===== config.mk =====
export PLATFORM = sky130hd
export DESIGN_NAME = fpu_ret_queue
export DESIGN_NICKNAME = d
export VERILOG_FILES = /design/src/rtl/fpu_ret_queue.sv
export SDC_FILE = /design/constraint.sdc
export NUM_CORES = 1
export LEC_CHECK = 0
export CORE_UTILIZATION = 35
export DETAILED_ROUTE_END_ITERATION = 7
export PLACE_DENSITY = 0.58
export SYNTH_ARGS = -nofsm -noshare
export SYNTH_HDL_FRONTEND = slang
export SYNTH_SLANG_ARGS = --single-unit

===== constraint.sdc =====
create_clock -name clk -period 9.07 [get_ports clk]
set_input_delay 1.814 -clock clk [delete_from_list [all_inputs] [get_ports clk]]
set_output_delay 1.814 -clock clk [all_outputs]
set_load 0.005 [all_outputs]

===== src/rtl/fpu_ret_queue.sv =====
// In-order retire queue merging the u1/u3/u5 FPU completion ports and draining one entry per cycle.
// Optional sticky IEEE exception flag accumulator enabled by defining FPU_RETQ_XFLAGS_EN.
module fpu_ret_queue #(
  parameter int unsigned DEPTH       = 16,
  parameter int unsigned HOLD_MARGIN = 9
) (
  input  logic                       clk,
  input  logic                       rst,
  input  logic                       flush,
  input  logic [13:0]                u1_ret,
  input  logic                       u1_ret_en,
  input  logic [13:0]                u3_ret,
  input  logic                       u3_ret_en,
  input  logic [13:0]                u5_ret,
  input  logic                       u5_ret_en,
  output logic                       rq_valid,
  input  logic                       rq_ready,
  output logic [13:0]                rq_data,
  output logic [1:0]                 rq_port,
  output logic [$clog2(DEPTH):0]     rq_count,
  output logic                       rq_hold,
  output logic                       rq_ovf
`ifdef FPU_RETQ_XFLAGS_EN
  ,
  input  logic                       fpxflags_clr,
  output logic [5:0]                 fpxflags
`endif
);

  localparam int unsigned AW = $clog2(DEPTH);
  localparam int unsigned CW = AW + 1;

  logic [15:0]   mem_q [DEPTH];
  logic [15:0]   mem_d [DEPTH];
  logic [AW-1:0] wr_ptr_q, wr_ptr_d;
  logic [AW-1:0] rd_ptr_q, rd_ptr_d;
  logic [CW-1:0] count_q, count_d;
  logic          valid_q, valid_d;
  logic [13:0]   data_q, data_d;
  logic [1:0]    port_q, port_d;
  logic          hold_q, hold_d;
  logic          ovf_q, ovf_d;

  logic [13:0]   ret_w [3];
  logic [2:0]    ret_en;
  logic [CW-1:0] space;
  logic [CW-1:0] acc;
  logic [AW-1:0] slot;
  logic          drop;
  logic          pop;
  logic [15:0]   head;

`ifdef FPU_RETQ_XFLAGS_EN
  logic [2:0]    acc_mask;
  logic [5:0]    flags_q, flags_d;
`endif

  assign ret_w[0] = u1_ret;
  assign ret_w[1] = u3_ret;
  assign ret_w[2] = u5_ret;
  assign ret_en   = {u5_ret_en, u3_ret_en, u1_ret_en};

  always_comb begin
    mem_d    = mem_q;
    wr_ptr_d = wr_ptr_q;
    rd_ptr_d = rd_ptr_q;
    count_d  = count_q;
    valid_d  = valid_q;
    data_d   = data_q;
    port_d   = port_q;
    ovf_d    = ovf_q;
    acc      = '0;
    drop     = 1'b0;
    slot     = '0;
    head     = '0;
`ifdef FPU_RETQ_XFLAGS_EN
    acc_mask = '0;
`endif
    // Space is judged on the start-of-cycle count; a same-cycle pop frees nothing.
    space    = CW'(DEPTH) - count_q;
    pop      = valid_q & rq_ready;

    for (int unsigned p = 0; p < 3; p++) begin
      if (ret_en[p]) begin
        if (acc < space) begin
          slot        = wr_ptr_q + acc[AW-1:0];
          mem_d[slot] = {2'(p), ret_w[p]};
          acc         = acc + 1'b1;
`ifdef FPU_RETQ_XFLAGS_EN
          acc_mask[p] = 1'b1;
`endif
        end else begin
          drop = 1'b1;
        end
      end
    end

    if (flush) begin
      mem_d    = mem_q;
      wr_ptr_d = '0;
      rd_ptr_d = '0;
      count_d  = '0;
      valid_d  = 1'b0;
`ifdef FPU_RETQ_XFLAGS_EN
      acc_mask = '0;
`endif
    end else begin
      wr_ptr_d = wr_ptr_q + acc[AW-1:0];
      rd_ptr_d = rd_ptr_q + AW'(pop);
      count_d  = count_q + acc - CW'(pop);
      ovf_d    = ovf_q | drop;
      valid_d  = (count_d != '0);
      // Head is read from the post-write image so a push into an empty queue shows next cycle.
      if (valid_d) begin
        head   = mem_d[rd_ptr_d];
        port_d = head[15:14];
        data_d = head[13:0];
      end
    end

    hold_d = (CW'(DEPTH) - count_d) < CW'(HOLD_MARGIN);
  end

`ifdef FPU_RETQ_XFLAGS_EN
  always_comb begin
    flags_d = flags_q;
    for (int unsigned p = 0; p < 3; p++) begin
      if (acc_mask[p]) flags_d = flags_d | ret_w[p][5:0];
    end
    if (fpxflags_clr) flags_d = '0;
  end

  always_ff @(posedge clk) begin
    if (rst) flags_q <= '0;
    else     flags_q <= flags_d;
  end

  assign fpxflags = flags_q;
`endif

  always_ff @(posedge clk) begin
    for (int unsigned i = 0; i < DEPTH; i++) mem_q[i] <= mem_d[i];
  end

  always_ff @(posedge clk) begin
    if (rst) begin
      wr_ptr_q <= '0;
      rd_ptr_q <= '0;
      count_q  <= '0;
      valid_q  <= 1'b0;
      data_q   <= '0;
      port_q   <= '0;
      hold_q   <= 1'b0;
      ovf_q    <= 1'b0;
    end else begin
      wr_ptr_q <= wr_ptr_d;
      rd_ptr_q <= rd_ptr_d;
      count_q  <= count_d;
      valid_q  <= valid_d;
      data_q   <= data_d;
      port_q   <= port_d;
      hold_q   <= hold_d;
      ovf_q    <= ovf_d;
    end
  end

  assign rq_valid = valid_q;
  assign rq_data  = data_q;
  assign rq_port  = port_q;
  assign rq_count = count_q;
  assign rq_hold  = hold_q;
  assign rq_ovf   = ovf_q;

endmodule


==> results of run 1 <==
through the flow:
step / utilization, % / instance area, sq um / hold WS, ns / instances
finish: 39.27 / 24190 / 0.4832 / 3365
floorplan: - / 21750 / 0.4605 / 2597
global route: 39.27 / 24190 / 0.4981 / 3365
global placement: 37.20 / 22920 / 0.4603 / 3299
detailed placement: 37.20 / 22920 / 0.4763 / 3299
CTS: 39.27 / 24190 / 0.4890 / 3365
area by class of cell:
type	count	area share, %
clock buffer	52	4.402
clock inverter	14	0.8535
inverter	53	0.8380
multi-input combinational	1967	49.62
sequential	288	34.43
tap	837	4.330
timing repair buffer	154	5.525
worst min-delay path, stage by stage (launching register included):
cell	delay (ns)
dfxtp_1	0.33
a31oi_1	0.05
nor2_1	0.07
worst min-delay path by stage:
stage	startpoint	end	slack, ns
floorplan	rq_ovf	rq_ovf	0.46
global placement	rq_ovf	rq_ovf	0.46
detailed placement	rq_ovf	rq_ovf	0.48
CTS	rq_ovf	rq_ovf	0.49
global route	rq_ovf	rq_ovf	0.50
finish	rq_ovf	rq_ovf	0.48
cell usage after synthesis (11+ instances only):
master    number
mux2i_1       54
o21ai_0      277
o31ai_1       12
a211oi_2      12
o31a_1        14
and2_1        22
o22a_1        13
ha_1          19
o211ai_1      42
dfxtp_1       32
buf_2         75
edfxtp_1     256
o21ai_1       13
nand4_1       40
o221a_2       14
o311ai_0      12
nor2_1       143
inv_1         49
nand2b_1      33
nand2_1      276
a22o_1        17
o32a_1        11
a21oi_1      140
o21a_1        31
and3_1        80
nor4_1        15
clkbuf_1     179
a22oi_1       13
a31o_2        29
nor3_1        74
buf_4         18
mux2_2        15
a211oi_1      60
nand3_1      208
a31oi_1       45
a221oi_1      36
a21o_1        53
xnor2_1       11
registers in the layout, summed over array words and instances, names as in the netlist:
register	flops
rq_port	2
rq_data	14
rq_ovf	1
wr_ptr_q	4
rq_hold	1
rq_valid	1
rd_ptr_q	4
rq_count	5
mem_q	256
kinds of logic after synthesis:
family / share of synthesized area (%)
buf+inv: 6.921
compound gates: 28.34
mux: 3.365
fa+ha+maj: 1.369
simple gates: 20.91
xor+xnor: 0.7996
flops: 38.29
report_power, final:
group	switching, mW	leakage [nW]	internal, mW
Clock	0.644	0.615	0.963
Sequential	0.120	2.77	1.75
Combinational	1.38	5.48	0.741
Total	2.15	8.87	3.45
layer usage:
layer | share of wire [%] | vias up | track usage [%]
li1 | - | 9612 | -
met1 | 40 | 10781 | 40.09
met2 | 43 | 1699 | 43.40
met3 | 13 | 252 | 7.538
met4 | 3.9 | 0 | 11.53
met5 | 0 | - | 0
==> impl_metrics.env, run 1 <==
export IMPL_status="complete, no violations"
export IMPL_ys_warn_count=0
export IMPL_ios=73
export IMPL_hold_viol_final=0
export IMPL_grt_max_degree=73
export IMPL_cts_resized=0
export IMPL_setup_slack_ns=2.059
export IMPL_max_stage_delay_ns=0.69
export IMPL_cp_start_kind="input pin"
export IMPL_antenna_found_initial=4
export IMPL_synth_largest_area_cell="edfxtp_1"
export IMPL_rows=91
export IMPL_numCtsBuffers=37
export IMPL_min_period_ns=7.011
export IMPL_place_congestion=1.001
export IMPL_initial_utilization_pct=35.31
export IMPL_dp_hpwl_mm=61.50
export IMPL_wirelength_mm=94.33
export IMPL_drt_iter0_drc=3374
export IMPL_die_h_um=251.3
export IMPL_drcViolationCount=0
export IMPL_critical_path_required_ns=9.52
export IMPL_vias=22344
export IMPL_cts_tree="built"
export IMPL_reg2reg_depth=27
export IMPL_ant_nets=0
export IMPL_whs_path_depth=2
export IMPL_cp_num_buf_inv=7
export IMPL_layout_commonest_cell="o21ai_0"
export IMPL_crit_top_cell="inv_1"
export IMPL_path_cells="clkdlybuf4s50_1, inv_2, or3_1, inv_1, a221o_1, inv_1, ha_1, nand2_1, o21ai_0, inv_1, ha_1, inv_1, fa_1, a21o_1, a21oi_1, xnor2_1, a31oi_2, buf_4, nand3_1, a21oi_1, nor4_1, nand4_1, nand3_1"
export IMPL_fin_skew_ns=0.02001
export IMPL_hold_path_class="reg -> reg"
export IMPL_grt_setup_unrepaired="no"
export IMPL_regArea_sq_um=8328
export IMPL_synth_cell_types=91
export IMPL_clock_sinks=288
export IMPL_synthesis_area_sq_um=21750
export IMPL_p_leak_nw=8.868
export IMPL_startpoint="u1_ret_en"
export IMPL_async_flop_share_pct=0
export IMPL_slew_headroom_pct=17.75
export IMPL_drv_cap=0
export IMPL_synth_seq_area_share_pct=38.29
export IMPL_synth_top_area_share_pct=35.34
export IMPL_synth_nets=2668
export IMPL_crit_cells=23
export IMPL_grt_overflow=0
export IMPL_clk_pin_slew_ns=0.06
export IMPL_r2r_end="rq_data[11]"
export IMPL_crit_type="in -> reg"
export IMPL_synth_area_per_cell_sq_um=8.375
export IMPL_grt_pass1_wl_mm=139.8
export IMPL_finalCritPeriodShare_pct=77.30
export IMPL_fmaxAchievable_ghz=0.1426
export IMPL_layout_common_cells="o21ai_0, nand2_1, edfxtp_1"
export IMPL_drive_gt1_share_pct=10.56
export IMPL_cp_max_fo=15
export IMPL_core_area_sq_um=61600
export IMPL_synth_seq_cells=288
export IMPL_rrSetupSlack_ns=2.43
export IMPL_r2r_start="rq_count[0]"
export IMPL_place_ws_ns=1.667
export IMPL_critical_path_endpoint="rq_data[11]"
export IMPL_synthTopCellsByArea="edfxtp_1, o21ai_0, nand3_1"
export IMPL_ys_flop_type="edfxtp_1"
export IMPL_slew_viol_final=0
export IMPL_clk_insertion_delay_late_ns=0.58
export IMPL_clk_path_buf_depth=3
export IMPL_ir_worst_vdd_uv=120.5
export IMPL_syn_inst=2597
export IMPL_crit_family="compound AO/OA/AOI/OAI gates"
export IMPL_cp_slowest_cell="clkdlybuf4s50_1"
export IMPL_port_buffers=72
export IMPL_cts_root_buf="clkbuf_16"
export IMPL_post_cts_buffers=0
export IMPL_dieWidth_um=251.3
export IMPL_routedWlPerCell_um=28.03
export IMPL_worst_ep_arrival_time_ns=7.46
export IMPL_area_growth_pct=11.21
export IMPL_antennaDiodeCount=0
export IMPL_multi_input_area_sq_um=12000
export IMPL_worst_pin_slew_ns=1.229
export IMPL_fin_nets=2572
export IMPL_powerDensity_nw_per_um2=231.5
export IMPL_final_setup_viol_count=0
export IMPL_finalPower_mw=5.600
export IMPL_crit_path_end_kind="flip-flop"
export IMPL_routed_via_density=6.640
export IMPL_grt_use_total_pct=29.15
export IMPL_ctsHoldBuffers=0
export IMPL_setup_tns_ns=0
export IMPL_cts_max_level=2
export IMPL_synth_edf_count=256
export IMPL_die_area_sq_um=63140
export IMPL_drtPass1Iterations=7
export IMPL_fillers=6090
export IMPL_first_global_vias=20672
No activity file was read; power rests on OpenSTA's default activity.
==> run 2, diff against run 1 <==
- PLACE_DENSITY: 0.58 -> 0.56
- clock period: 9.07 -> 6.56 ns (I/O delays scaled with it)
==> impl_metrics.env, run 2 (synthesized netlist as in run 1, its figures left out) <==
export IMPL_status="complete, no violations"
export IMPL_cp_start_kind="flip-flop"
export IMPL_fin_skew_ns=0.01186
export IMPL_antennaDiodeCount=0
export IMPL_rows=91
export IMPL_ctsHoldBuffers=0
export IMPL_grt_max_degree=139
export IMPL_wirelength_mm=94.38
export IMPL_cts_root_buf="clkbuf_16"
export IMPL_hold_viol_final=0
export IMPL_r2r_start="rq_count[1]"
export IMPL_dp_hpwl_mm=63.44
export IMPL_first_global_vias=20752
export IMPL_cts_resized=0
export IMPL_powerDensity_nw_per_um2=319.6
export IMPL_routedWlPerCell_um=27.78
export IMPL_port_buffers=72
export IMPL_cts_tree="built"
export IMPL_final_setup_viol_count=0
export IMPL_fin_nets=2603
export IMPL_clk_pin_slew_ns=0.06
export IMPL_finalCritPeriodShare_pct=94.12
export IMPL_seqPwrFrac_pct=33.1
export IMPL_crit_top_cell="inv_1"
export IMPL_cp_max_fo=15
export IMPL_p_leak_nw=9.007
export IMPL_grt_use_total_pct=29.16
export IMPL_worst_pin_slew_ns=1.287
export IMPL_rrSetupSlack_ns=0.39
export IMPL_critical_path_endpoint="rq_data[3]"
export IMPL_critical_path_required_ns=7.06
export IMPL_slew_viol_final=0
export IMPL_comb_power_share_pct=39.4
export IMPL_drt_iter0_drc=3197
export IMPL_reg2reg_depth=26
export IMPL_fillers=6110
export IMPL_slew_headroom_pct=13.92
export IMPL_die_area_sq_um=63140
export IMPL_clk_path_buf_depth=3
export IMPL_grt_pass1_wl_mm=139.5
export IMPL_switching_share_pct=39.08
export IMPL_routed_via_density=6.538
export IMPL_layout_common_cells="o21ai_0, nand2_1, edfxtp_1"
export IMPL_setup_tns_ns=0
export IMPL_vias=22208
export IMPL_top_register="mem_q"
export IMPL_crit_path_end_kind="flip-flop"
export IMPL_min_period_ns=6.174
export IMPL_place_congestion=0.9672
export IMPL_ant_nets=0
export IMPL_initial_utilization_pct=35.31
export IMPL_drcViolationCount=0
export IMPL_hold_path_class="reg -> reg"
export IMPL_ir_worst_vdd_uv=161.1
export IMPL_p_clk_share_pct=27.4
export IMPL_post_cts_buffers=0
export IMPL_largest_reg_flops=256
export IMPL_grt_overflow=0
export IMPL_layout_cells_non_filler=3397
export IMPL_core_area_sq_um=61600
export IMPL_numCtsBuffers=38
export IMPL_clock_sinks=288
export IMPL_max_stage_delay_ns=0.48
export IMPL_cp_slowest_cell="dfxtp_1"
export IMPL_min_from="rq_ovf"
export IMPL_dieWidth_um=251.3
export IMPL_drtPass1Iterations=6
export IMPL_antenna_found_initial=1
export IMPL_drive_gt1_share_pct=11.37
export IMPL_worst_ep_arrival_time_ns=6.67
export IMPL_cts_max_level=2
export IMPL_startpoint="rq_count[1]"
export IMPL_fmaxAchievable_ghz=0.1620
export IMPL_die_h_um=251.3
export IMPL_grt_setup_unrepaired="no"
export IMPL_area_growth_pct=12.09
export IMPL_r2r_end="rq_data[3]"
export IMPL_clk_insertion_delay_late_ns=0.58
export IMPL_ios=73
export IMPL_power_switching_mw=3.045
export IMPL_p_int_mw=4.746
export IMPL_drv_cap=0
export IMPL_layout_commonest_cell="o21ai_0"
export IMPL_post_place_cells=3329
export IMPL_crit_type="reg -> reg"
run 2: cell type report:
cell class	instances	area (sq um)	area share [%]
tap	837	1047	4.296
inverter	53	202.7	0.8314
clock buffer	46	1032	4.234
multi-input combinational	1967	11990	49.19
timing repair buffer	184	1599	6.559
clock inverter	22	177.7	0.7288
sequential	288	8328	34.16
run 2: how the worst min path moves through the flow:
stage	to	slack, ns	cells past startpoint
final	rq_ovf	0.47	2
after global routing	rq_ovf	0.51	2
after CTS	rq_ovf	0.48	2
after detailed placement	rq_ovf	0.47	2
after global placement	rq_ovf	0.46	2
after floorplan	rq_ovf	0.46	2
run 2: metrics by stage:
step	setup slack [ns]	power [mW]	instance area, sq um	hold WS [ns]	util (%)
floorplan	0.1198	4.526	21750	0.4605	-
global placement	0.2683	5.532	23170	0.4575	37.61
detailed placement	0.1563	5.587	23170	0.4688	37.61
CTS	0.5387	7.707	24380	0.4789	39.58
global route	0.08450	8.077	24380	0.5082	39.58
finish	0.3859	7.790	24380	0.4744	39.58
run 2: power by group through the flow:
stage / Sequential, mW / Combinational (mW) / Clock, mW
global route: 2.60 / 3.28 / 2.20
finish: 2.58 / 3.07 / 2.14
CTS: 2.57 / 2.99 / 2.15
detailed placement: 2.61 / 2.98 / 0
global placement: 2.60 / 2.93 / 0
floorplan: 2.55 / 1.98 / 0
run 2: per-layer routing:
metal,vias to the layer above,track usage (%),wire [um]
met3,233,7.227,11520
li1,9674,-,-
met1,10695,40.55,39070
met5,-,0,17
met2,1604,43.82,40680
met4,2,9.948,3088
run 2: critical path, delay by kind of cell (launching register included):
family / cells / cell delay [ns]
AND/OR/NAND/NOR: 7 / 1.81
AO/OA/AOI/OAI: 8 / 1.70
adder cells (fa/ha/maj): 4 / 1.17
buffers and inverters: 6 / 0.73
flip-flops: 1 / 0.48
XOR/XNOR: 1 / 0.19
